===== config.mk =====
export PLATFORM = sky130hd
export DESIGN_NAME = seg7_scan
export DESIGN_NICKNAME = d
export VERILOG_FILES = /design/src/rtl/seg7_scan.sv
export SDC_FILE = /design/constraint.sdc
export NUM_CORES = 1
export LEC_CHECK = 0
export CORE_UTILIZATION = 35
export CTS_BUF_LIST = sky130_fd_sc_hd__clkbuf_4 sky130_fd_sc_hd__clkbuf_8
export CTS_CLUSTER_DIAMETER = 60
export DETAILED_ROUTE_END_ITERATION = 10
export PLACE_DENSITY = 0.61
export SYNTH_ARGS = -nofsm -noshare
export SYNTH_HDL_FRONTEND = slang
export SYNTH_SLANG_ARGS = --single-unit
export TNS_END_PERCENT = 1

===== constraint.sdc =====
create_clock -name clk_i -period 6.4 [get_ports clk_i]
set_input_delay 1.28 -clock clk_i [delete_from_list [all_inputs] [get_ports clk_i]]
set_output_delay 1.28 -clock clk_i [all_outputs]
set_load 0.03 [all_outputs]

===== src/rtl/seg7_scan.sv =====
// seg7_scan: time-multiplexed driver for an 8-digit, active-low, common-anode hex display.
//
// Ports:
//   clk_i     system clock; all state updates on the rising edge
//   rst_i     synchronous active-high reset (overrides en_i and load_i)
//   data_i    32-bit value to display, one hex nibble per digit
//   load_i    single-cycle strobe capturing data_i
//   en_i      scan enable; low blanks the display and parks the scan at digit 0
//   dig_en_o  active-low digit enables, bit 0 = rightmost digit
//   seg_o     active-low segments {dp,g,f,e,d,c,b,a}; dp always off
//   frame_o   one-cycle pulse during the last cycle of a full 8-digit scan
//
// Parameter DIV: clock cycles each digit is displayed (2..2^20).
// Optional macro SEG7_ZERO_BLANK_EN: blanks leading zero digits (digit 0 always shown).
module seg7_scan #(
    parameter int unsigned DIV = 50000
) (
    input  logic        clk_i,
    input  logic        rst_i,
    input  logic [31:0] data_i,
    input  logic        load_i,
    input  logic        en_i,
    output logic [7:0]  dig_en_o,
    output logic [7:0]  seg_o,
    output logic        frame_o
);
    localparam int unsigned CW = (DIV > 1) ? $clog2(DIV) : 1;

    logic [CW-1:0] cnt_q, cnt_d;
    logic [2:0]    idx_q, idx_d;
    logic [31:0]   act_q, act_d, shd_q, shd_d;
    logic          pend_q, pend_d;
    logic [7:0]    dig_q, dig_d, seg_q, seg_d;
    logic          frame_q, frame_d;
    logic          tick, wrap;
    logic [7:0]    seg_dec;

    function automatic logic [7:0] hex7(input logic [3:0] n);
        case (n)
            4'h0: hex7 = 8'hC0;
            4'h1: hex7 = 8'hF9;
            4'h2: hex7 = 8'hA4;
            4'h3: hex7 = 8'hB0;
            4'h4: hex7 = 8'h99;
            4'h5: hex7 = 8'h92;
            4'h6: hex7 = 8'h82;
            4'h7: hex7 = 8'hF8;
            4'h8: hex7 = 8'h80;
            4'h9: hex7 = 8'h90;
            4'hA: hex7 = 8'h88;
            4'hB: hex7 = 8'h83;
            4'hC: hex7 = 8'hC6;
            4'hD: hex7 = 8'hA1;
            4'hE: hex7 = 8'h86;
            default: hex7 = 8'h8E;
        endcase
    endfunction

    assign tick = (cnt_q == CW'(DIV - 1));
    assign wrap = en_i & tick & (idx_q == 3'd7);

`ifdef SEG7_ZERO_BLANK_EN
    logic [2:0] msd;
    always_comb begin
        msd = '0;
        for (int i = 1; i < 8; i++)
            if (act_q[4*i +: 4] != 4'h0) msd = 3'(i);
    end
    // Digits above the most significant nonzero nibble are dark; msd is never below 0 so digit 0 always shows.
    assign seg_dec = (idx_q > msd) ? 8'hFF : hex7(act_q[{idx_q, 2'b00} +: 4]);
`else
    assign seg_dec = hex7(act_q[{idx_q, 2'b00} +: 4]);
`endif

    always_comb begin
        cnt_d   = en_i ? (tick ? '0 : cnt_q + CW'(1)) : '0;
        idx_d   = en_i ? idx_q + {2'b00, tick} : 3'd0;
        dig_d   = en_i ? ~(8'h01 << idx_q) : 8'hFF;
        seg_d   = en_i ? seg_dec : 8'hFF;
        // Registered one cycle early so the pulse lines up with the cycle whose closing edge wraps 7->0;
        // a load presented during the pulse therefore lands directly in the active register.
        frame_d = en_i & (idx_q == 3'd7) & (cnt_q == CW'(DIV - 2));
        act_d   = act_q;
        shd_d   = shd_q;
        pend_d  = pend_q;
        if (!en_i) begin
            if (load_i) begin
                act_d  = data_i;
                shd_d  = data_i;
                pend_d = 1'b0;
            end
        end else if (wrap) begin
            // Frame boundary: the only point the active value may change while scanning.
            act_d  = load_i ? data_i : (pend_q ? shd_q : act_q);
            pend_d = 1'b0;
        end else if (load_i) begin
            shd_d  = data_i;
            pend_d = 1'b1;
        end
    end

    always_ff @(posedge clk_i) begin
        if (rst_i) begin
            cnt_q   <= '0;
            idx_q   <= '0;
            act_q   <= '0;
            shd_q   <= '0;
            pend_q  <= 1'b0;
            dig_q   <= 8'hFF;
            seg_q   <= 8'hFF;
            frame_q <= 1'b0;
        end else begin
            cnt_q   <= cnt_d;
            idx_q   <= idx_d;
            act_q   <= act_d;
            shd_q   <= shd_d;
            pend_q  <= pend_d;
            dig_q   <= dig_d;
            seg_q   <= seg_d;
            frame_q <= frame_d;
        end
    end

    assign dig_en_o = dig_q;
    assign seg_o    = seg_q;
    assign frame_o  = frame_q;
endmodule

; ---- Word level (Yosys, flattened, before mapping)
; Memories as Yosys holds them, arrays and structs flattened. A register that Yosys moved wholly into a read port is not among the register bits.
; Index checks and enable logic that the tools add are counted.
[word_totals]
ff_bits = 101
elab_cells = 43
memories = 1
romBits = 112
input_bits = 36
output_inout_bits = 17
[memory_table]
columns = memory, depth, width, read_ports, rd_ports_with_merged_regs, wr, line
row1 = (name not given), 16, 7, 1, 1, 0, 39  ; case (n)
[op_classes]
mux = 12
addsub = 2
n_bitwise = 6
n_reduce_logical = 6
n_eq_ne = 6
shifts = 2
[ops]
columns = operator, count
row1 = $mux W32, 8
row2 = $eq A16 B16 Y1 const B, 2
row3 = $shiftx A32 B6 Y4, 1
row4 = $add A16 B1 Y16 const B, 1
row5 = $not A8 Y8, 1
row6 = $shl A1 B3 Y8 const A, 1
row7 = $and A1 B1 Y1, 4
row8 = $mux W1, 4
row9 = $reduce_bool A2 Y1, 2
row10 = $add A3 B1 Y3, 1
row11 = $eq A3 B3 Y1 const B, 1
row12 = $ne A3 B3 Y1 const B, 1
row13 = $reduce_and A3 Y1, 1
row14 = $reduce_or A3 Y1, 1
row15 = $ne A2 B1 Y1 const B, 1
row16 = $ne A2 B2 Y1 const B, 1
row17 = $reduce_and A2 Y1, 1
row18 = $reduce_or A2 Y1, 1
row19 = $not A1 Y1, 1

; ---- Depth between registers and ports, before layout
; Gate-level depths: netlist (run 1).
[depth]
ltp_word = 5
depth_mapped = 9
mapped_depth_nobuf = 8

; ---- Worst setup path after synthesis (run 1)
; No wires, ideal clock.
[synth_path]
kind = input to register
start = input en_i
end = register shd_q[10]
arrival_ns = 2.126
setup_slack_ns = 4.146
required_ns = 6.272
n_path_buf = 1
setup_time_ns = 0.128
path_stages = 5
path_cell_list = nand4_1 > o21ai_4 > buf_4 > mux2i_1 > nor2_1
[synth_via]
elab_chain_len = 3
word_cells_on_any_way = 4
cone_classes = eq/ne (1) / mux (1) / bitwise (2)
[synth_rtl]
columns = item, line
row1 = start: declaration, 22  ; input logic en_i,
row2 = $and A1 B1 Y1 (2 in a row), 60  ; assign wrap = en_i & tick & (idx_q == 3'd7);
row3 = $ne A2 B2 Y1 (no source line), n/a
row4 = end signal: assignment, 107  ; shd_q <= '0;
row5 = end signal: assignment, 116  ; shd_q <= shd_d;
row6 = end: declaration, 31  ; logic [31:0] act_q, act_d, shd_q, shd_d;
; Several ways; a longest one is shown, not always the timed one.
; A chain may end at the register's enable or synchronous reset.

; ---- Final worst setup path (run 1)
[layout_path]
start = input load_i
end = register act_q[14]
[layout_via]
elab_chain_len = 3
word_cells_on_any_way = 6
cone_classes = eq/ne (1) / mux (3) / reduce/logical (2)
[layout_rtl]
columns = item, line
row1 = start: declaration, 21  ; input logic load_i,
row2 = $mux W32, 94  ; act_d = load_i ? data_i : (pend_q ? shd_q : act_q);
row3 = $mux W32, 92  ; end else if (wrap) begin
row4 = $mux W32, 86  ; if (!en_i) begin
row5 = end signal: assignment, 115  ; act_q <= act_d;
row6 = end: declaration, 31
; Several ways; a longest one is shown, not always the timed one. The select of a mux whose other input is x is not followed.

==> impl_metrics.json, run 1 <==
{
  "final_net_count": 534,
  "peakVddDrop_mv": 0.0953,
  "wirelength_um": 9450,
  "rsz0062_at_grt": "no",
  "max_stage_delay_ns": 0.96,
  "yosysSeqAreaShare_pct": 45.7,
  "clockBufferDepth": 2,
  "cts_buffers": 9,
  "clk_latency_ns": 0.38,
  "drv_slew": 0,
  "synth_flop_cell": "dfxtp_1",
  "crit_chain": "clkdlybuf4s50_1, clkinv_1, buf_4, nand3_1, o22ai_1, a21oi_1, o21a_1",
  "start_util_pct": 36.2,
  "hold_viol": 0,
  "numPortBuffers": 51,
  "synth_cell_types": 52,
  "post-route-min-period_ns": 3.62,
  "relSlewSlack_pct": 17.4,
  "finalSetupViolCount": 0,
  "die_y_um": 114,
  "worstRegToRegCells": 7,
  "r2r_start": "idx_q[0]",
  "syn_to_final_growth_pct": 17.9,
  "ant_nets": 0,
  "syn_inst": 453,
  "async_flop_share_pct": 0,
  "leakage_nw": 1.98,
  "timing.critical_path.buf_inv": 3,
  "synth_most_common_cell": "dfxtp_1",
  "io_pins": 53,
  "path_class": "in2reg",
  "diodes": 0,
  "fillCellCount": 1209,
  "power_density_mw_per_mm2": 240,
  "crit_start": "load_i",
  "crit_family": "simple AND/OR/NAND/NOR gates",
  "grt_pass1_wl_um": 15800,
  "tritoncts": "done",
  "synth-edff-count": 0,
  "crit_path_end": "act_q[14]",
  "fin_worst_hold_slack_ns": 0.424,
  "drt-wirelength-per-cell_um": 14.3,
  "dp_hpwl_um": 6500,
  "drive_above_1_share_pct": 7.29,
  "rrSetupSlack_ns": 3.77,
  "ctsResizeCount": 0,
  "required_ns": 6.68,
  "groute.usage.overall_pct": 15.5,
  "via_per_inst": 5.09,
  "critPathLaunchType": "input port",
  "end_kind": "flop",
  "drt_first_pass_iters": 4,
  "core_area_mm2": 0.0121,
  "clockRootBuffer": "clkbuf_8",
  "yosys_warnings": 0,
  "cts.clk_slew.worst_paths_ns": 0.10,
  "tightest_slew_ns": 1.24,
  "path_max_fanout": 34,
  "netlist_top_cells_count": "dfxtp_1, nor2_1, mux2i_1",
  "hp-class": "reg2reg",
  "cts_hold_buf": 0,
  "first_global_vias": 3186,
  "netlist.area_leader.share_pct": 45.7,
  "max_freq_mhz": 276,
  "htreeDepth": 3,
  "clock-sinks": 100,
  "gr-total-overflow": 0,
  "status": "complete, no violations",
  "syn_area_per_cell_um2": 9.67,
  "finClkSkew_ns": 0.0186,
  "fp-row-count": 40,
  "yosys-top-cells-area": "dfxtp_1, mux2i_1, o21a_1, o22ai_1, nor2_1",
  "holdPathStages": 1,
  "initialDrtViolationCount": 163,
  "antenna_found_initial": 0,
  "yosysTopAreaCell": "dfxtp_1",
  "syn_area_mm2": 0.00438,
  "max-cap-violations": 0,
  "vias": 3370,
  "critPathSlowestCell": "nand3_1",
  "fin_util_pct": 42.6,
  "die_w_um": 114,
  "worstPathArrival_ns": 3.90,
  "path_depth": 7,
  "syn-num-nets": 498,
  "grt_start_max_net_pins": 68,
  "die_area_mm2": 0.0130,
  "reg2reg_to": "seg_o[0]",
  "post_cts_buffers": 0,
  "synth.ff_latch_count": 100,
  "min_period_over_period_pct": 56.5,
  "setup_tns_ns": 0,
  "drc": 0,
  "place.gp.congestion": 0.802
}
[routing by layer]
layer	wire [um]	vias to the layer above	global-route usage (%)	part of all wire, %
li1	-	1702	-	-
met1	4740	1595	21.1	50
met2	4240	65	24.1	45
met3	368	8	3.77	3.9
met4	102	0	5.28	1.1
met5	0	-	0	0
[report_power, final]
| part | switching [W] | internal [W] | total [W] |
|---|---|---|---|
| Sequential | 0.0000164 | 0.000653 | 0.000670 |
| Clock | 0.000234 | 0.000187 | 0.000421 |
| Combinational | 0.0000765 | 0.0000712 | 0.000148 |
| Total | 0.000327 | 0.000911 | 0.00124 |
[stage by stage]
step	worst slack, ns	std cells	total power (W)	area, um^2
2_1_floorplan	4.15	453	0.000780	4380
3_3_place_gp	2.43	646	0.000828	4960
3_5_place_dp	2.39	646	0.000832	4960
4_1_cts	2.78	662	0.00125	5160
5_1_grt	2.58	662	0.00130	5160
6_report	2.78	662	0.00124	5160
[area by class of cell]
| cell class | instances | area [um^2] | share of cell area [%] |
|---|---|---|---|
| Multi-Input combinational cell | 313 | 2170 | 42.0 |
| Sequential cell | 100 | 2000 | 38.8 |
| Timing Repair Buffer | 56 | 543 | 10.5 |
| Tap cell | 168 | 210 | 4.07 |
| Clock buffer | 9 | 124 | 2.40 |
| Clock inverter | 7 | 82.6 | 1.60 |
| Inverter | 9 | 33.8 | 0.654 |
[kinds of logic after synthesis]
group,Yosys count,share of synthesized area [%]
buf+inv,40,4.80
flops,100,45.7
mux,48,11.7
compound gates,132,20.0
other cells,1,0.0856
fa+ha+maj,9,2.57
xor+xnor,12,2.40
simple gates,111,12.8
[placed cells by master, fill, tap and decap left out, types with 3 or more instances in the layout]
cell type        Yosys  final
xor2_1               6      6
nand2b_1             3      3
inv_1                8      8
mux2_2               5      5
and3_1               5      5
clkbuf_8             0      9
o211ai_1             3      3
mux2i_1             41     41
or3_1                3      3
xnor2_1              6      6
o21a_1              32     32
o21ai_0              8      8
buf_4                5      5
nand4_1              5      5
nand2_1             15     15
nor2b_1              3      3
o22ai_1             34     34
a21oi_1             36     36
nor2_1              50     50
clkdlybuf4s50_1      0     50
ha_1                 9      9
nand3_1             13     13
nor3_1               4      4
dfxtp_1            100    100
[worst min-delay path by stage]
stage                    from          end  slack (ns)
floorplan           act_q[12]    act_q[12]        0.43
global placement     idx_q[1]  dig_en_o[6]        0.40
detailed placement   idx_q[1]  dig_en_o[6]        0.41
CTS                  idx_q[1]  dig_en_o[6]        0.42
global route         idx_q[1]  dig_en_o[6]        0.44
finish               idx_q[1]  dig_en_o[6]        0.42
[registers in the layout, indices dropped and copies added, names as in the netlist]
signal / count
shd_q: 32
cnt_q: 16
act_q: 32
frame_o: 1
seg_o: 7
idx_q: 3
dig_en_o: 8
pend_q: 1
(Power assumes the default switching activity.)
==> inputs of run 2 (changes only) <==
Settings changed: PLACE_DENSITY 0.61 to 0.63.
Clock period 6.4 ns to 3 ns, I/O delays scaled along.
==> impl_metrics.json, run 2 (same netlist as run 1, synthesis figures left out) <==
{
  "status": "complete, no violations",
  "power_density_mw_per_mm2": 507,
  "stdcell_area_mm2": 0.00521,
  "seqCellArea_mm2": 0.00200,
  "ctsResizeCount": 0,
  "peakVddDrop_mv": 0.210,
  "grt_start_max_net_pins": 43,
  "finalSetupViolCount": 0,
  "p_total_w": 0.00264,
  "diodes": 0,
  "fp-row-count": 40,
  "dpl-instance-area_mm2": 0.00500,
  "syn_to_final_growth_pct": 18.9,
  "swShare_pct": 25.0,
  "cts.clk_slew.worst_paths_ns": 0.09,
  "leakage_nw": 2.02,
  "clk_latency_ns": 0.36,
  "worstPathArrival_ns": 2.73,
  "drt_first_pass_iters": 4,
  "p_clk_share_pct": 33.7,
  "switchingPower_w": 0.000659,
  "die_w_um": 114,
  "via_per_inst": 5.16,
  "place.gp.congestion": 0.812,
  "post-route-min-period_ns": 2.49,
  "relSlewSlack_pct": 56.8,
  "initialDrtViolationCount": 151,
  "start_util_pct": 36.2,
  "clockRootBuffer": "clkbuf_8",
  "fillCellCount": 1244,
  "power_frac_seq_pct": 54.2,
  "drive_above_1_share_pct": 8.22,
  "core_area_mm2": 0.0121,
  "path_class": "reg2reg",
  "required_ns": 3.25,
  "dp_hpwl_um": 6840,
  "hold_viol": 0,
  "cts_hold_buf": 0,
  "clock-sinks": 100,
  "final_net_count": 540,
  "antenna_found_initial": 0,
  "numPortBuffers": 51,
  "hp-class": "reg2reg",
  "finClkSkew_ns": 0.0161,
  "max_freq_mhz": 402,
  "drc": 0,
  "tightest_slew_ns": 0.647,
  "multi_input_area_mm2": 0.00217,
  "tritoncts": "done",
  "p_int_w": 0.00198,
  "fin_worst_hold_slack_ns": 0.471,
  "critPathSlowestCell": "dfxtp_1",
  "power_frac_comb_pct": 12.1,
  "gr-total-overflow": 0,
  "wirelength_um": 9700,
  "final_cell_mix": "dfxtp_1, nor2_1, clkdlybuf4s50_1, mux2i_1, a21oi_1",
  "die_y_um": 114,
  "path_max_fanout": 14,
  "drv_slew": 0,
  "grt_pass1_wl_um": 16300,
  "ant_nets": 0,
  "crit_family": "multiplexers",
  "timing.critical_path.buf_inv": 1,
  "crit_chain": "mux4_2, mux2i_1, inv_1, ha_1, and3_1, o21ai_0, nand3_1",
  "end_kind": "flop",
  "reg_top3": "act_q x32, shd_q x32, cnt_q x16",
  "clockBufferDepth": 2,
  "htreeDepth": 3,
  "critPathLaunchType": "flop",
  "layout_commonest_cell": "dfxtp_1",
  "vias": 3439,
  "post_cts_buffers": 0,
  "cts_buffers": 9,
  "io_pins": 53,
  "min_period_over_period_pct": 82.9,
  "max-cap-violations": 0,
  "max_stage_delay_ns": 0.75,
  "setup_tns_ns": 0,
  "rsz0062_at_grt": "no",
  "first_global_vias": 3227,
  "drt-wirelength-per-cell_um": 14.5,
  "groute.usage.overall_pct": 16.0,
  "die_area_mm2": 0.0130
}
## run 2: changes by cell type in the layout (fill, tap and decap cells not counted)
cell,previous run,this run
buf_4,5,11
clkbuf_8,9,11
clkinv_4,1,0
clkinvlp_4,2,1
inv_8,1,0
## run 2: worst register-to-register path, stage by stage (launching register included)
cell and delay, ns:
dfxtp_1 0.75, mux4_2 0.42, mux2i_1 0.38, inv_1 0.15, ha_1 0.27, and3_1 0.16
o21ai_0 0.15, nand3_1 0.10
## run 2: worst paths after layout
path            start       end  slack, ns  cells past startpoint
max reg2reg  idx_q[1]  seg_o[0]       0.51                      7
max          idx_q[1]  seg_o[0]       0.51                      7
min reg2reg  act_q[4]  act_q[4]       0.47                      1
min          act_q[4]  act_q[4]       0.47                      1
## run 2: area by class of cell
| cell class | count | share of cell area [%] |
|---|---|---|
| Multi-Input combinational cell | 313 | 41.6 |
| Sequential cell | 100 | 38.4 |
| Timing Repair Buffer | 62 | 11.3 |
| Tap cell | 168 | 4.03 |
| Clock buffer | 11 | 2.91 |
| Clock inverter | 4 | 1.06 |
| Inverter | 9 | 0.648 |
## run 2: per-layer routing
metal / track usage [%] / part of all wire (%) / up-vias / routed length, um
li1: - / - / 1723 / -
met1: 23.1 / 50 / 1620 / 4890
met3: 3.08 / 4.4 / 12 / 431
met5: 0 / 0 / - / 0
met4: 5.02 / 1.6 / 0 / 153
met2: 24.1 / 44 / 84 / 4230
## run 2: power by group through the flow
stage                     Sequential [W]  Clock, W  Combinational (W)
after floorplan                  0.00146         0           0.000200
after global placement           0.00146         0           0.000316
after detailed placement         0.00146         0           0.000321
after CTS                        0.00143  0.000922           0.000322
after global routing             0.00144  0.000980           0.000354
final                            0.00143  0.000890           0.000321
## run 2: through the flow
step | cells | setup WS, ns | utilization (%)
after floorplan | 453 | 0.797 | -
after global placement | 652 | 0.465 | 41.3
after detailed placement | 652 | 0.455 | 41.3
after CTS | 667 | 0.538 | 43.0
after global routing | 667 | 0.357 | 43.0
final | 667 | 0.512 | 43.0
==> inputs of run 3 (changes only) <==
Settings changed: PLACE_DENSITY 0.63 to 0.61.
Clock period 3 ns to 2.4 ns, I/O delays scaled along.
==> impl_metrics.json, run 3 (same netlist as run 1, synthesis figures left out) <==
{
  "status": "complete, no violations",
  "setup_tns_ns": 0,
  "finClkSkew_ns": 0.0232,
  "r2r_start": "idx_q[0]",
  "htreeDepth": 3,
  "start_util_pct": 36.2,
  "via_per_inst": 5.10,
  "cts_hold_buf": 0,
  "numPortBuffers": 51,
  "grt_start_max_net_pins": 66,
  "max_freq_mhz": 474,
  "required_ns": 2.70,
  "power_frac_comb_pct": 12.5,
  "leakage_nw": 2.06,
  "fp-row-count": 40,
  "first_global_vias": 3369,
  "power_frac_seq_pct": 54.7,
  "antenna_found_initial": 0,
  "finalNonFillerCells": 676,
  "relSlewSlack_pct": 57.4,
  "path_class": "reg2reg",
  "reg_top3": "act_q x32, shd_q x32, cnt_q x16",
  "rrSetupSlack_ns": 0.29,
  "power_density_mw_per_mm2": 619,
  "max-cap-violations": 0,
  "worstPathArrival_ns": 2.41,
  "die_area_mm2": 0.0130,
  "tightest_slew_ns": 0.639,
  "ctsResizeCount": 0,
  "die_y_um": 114,
  "hp-class": "reg2reg",
  "final_net_count": 548,
  "layout_commonest_cell": "dfxtp_1",
  "grt_pass1_wl_um": 16100,
  "crit_start": "idx_q[0]",
  "clockBufferDepth": 2,
  "initialDrtViolationCount": 159,
  "p_clk_share_pct": 32.8,
  "rsz0062_at_grt": "no",
  "tritoncts": "done",
  "post_cts_buffers": 0,
  "gr-total-overflow": 0,
  "peakVddDrop_mv": 0.281,
  "io_pins": 53,
  "post-route-min-period_ns": 2.11,
  "dpl-instance-area_mm2": 0.00508,
  "drt_first_pass_iters": 4,
  "core_area_mm2": 0.0121,
  "min_period_over_period_pct": 87.9,
  "syn_to_final_growth_pct": 20.4,
  "wirelength_um": 9530,
  "drive_above_1_share_pct": 9.84,
  "cts_buffers": 9,
  "clockRootBuffer": "clkbuf_8",
  "hold_viol": 0,
  "vias": 3446,
  "switchingPower_w": 0.000912,
  "ant_nets": 0,
  "path_max_fanout": 8,
  "end_kind": "flop",
  "groute.usage.overall_pct": 15.6,
  "clock-sinks": 100,
  "stdcell_area_mm2": 0.00528,
  "drt-wirelength-per-cell_um": 14.1,
  "dp_cells": 660,
  "drc": 0,
  "die_w_um": 114,
  "cts.clk_slew.worst_paths_ns": 0.10,
  "dp_hpwl_um": 6840,
  "final_cell_mix": "dfxtp_1, nor2_1, clkdlybuf4s50_1, mux2i_1, a21oi_1",
  "place.gp.congestion": 0.812,
  "drv_slew": 0,
  "critPathLaunchType": "flop",
  "finalSetupViolCount": 0,
  "clk_latency_ns": 0.39,
  "hp-start": "act_q[22]",
  "p_int_w": 0.00236,
  "swShare_pct": 27.9,
  "diodes": 0
}
-- run 3: power groups by stage --
stage / clock network, W / registers, W / logic, W
after floorplan: 0 / 0.00183 / 0.000250
after global placement: 0 / 0.00182 / 0.000403
after detailed placement: 0 / 0.00183 / 0.000410
after CTS: 0.00110 / 0.00179 / 0.000411
after global routing: 0.00118 / 0.00180 / 0.000449
final: 0.00107 / 0.00179 / 0.000408
-- run 3: worst max-delay path, stage by stage, from the launching register on --
cell      delay (ns)
dfxtp_1         0.51
mux4_2          0.55
mux2i_1         0.18
buf_4           0.16
ha_1            0.19
nand3_1         0.11
a21boi_0        0.15
o221ai_1        0.18
-- run 3: worst paths after layout --
check | end | depth (start not counted)
setup reg to reg | seg_o[5] | 7
setup / recovery | seg_o[5] | 7
hold reg to reg | act_q[22] | 1
hold / removal | act_q[22] | 1
-- run 3: cell type report --
cell class,count,area [um^2]
Fill cell,1216,6830
Inverter,9,33.8
Clock inverter,7,77.6
Multi-Input combinational cell,313,2170
Sequential cell,100,2000
Timing Repair Buffer,70,661
Tap cell,168,210
Clock buffer,9,124
-- run 3: routing by layer --
| layer | track usage (%) | share of wire, % | vias to the layer above |
|---|---|---|---|
| met5 | 0 | 0 | - |
| met4 | 5.97 | 1.6 | 0 |
| met3 | 3.03 | 3.9 | 13 |
| met2 | 24.8 | 45 | 69 |
| met1 | 21.0 | 49 | 1637 |
| li1 | - | - | 1727 |
-- run 3: metrics by stage --
stage	hold slack, ns	total power [W]	utilization, %	setup WS, ns
finish	0.474	0.00327	43.6	0.291
global route	0.489	0.00342	43.6	0.0760
CTS	0.479	0.00330	43.6	0.269
detailed placement	0.450	0.00223	41.9	0.242
global placement	0.444	0.00223	41.9	0.265
floorplan	0.435	0.00208	-	0.197
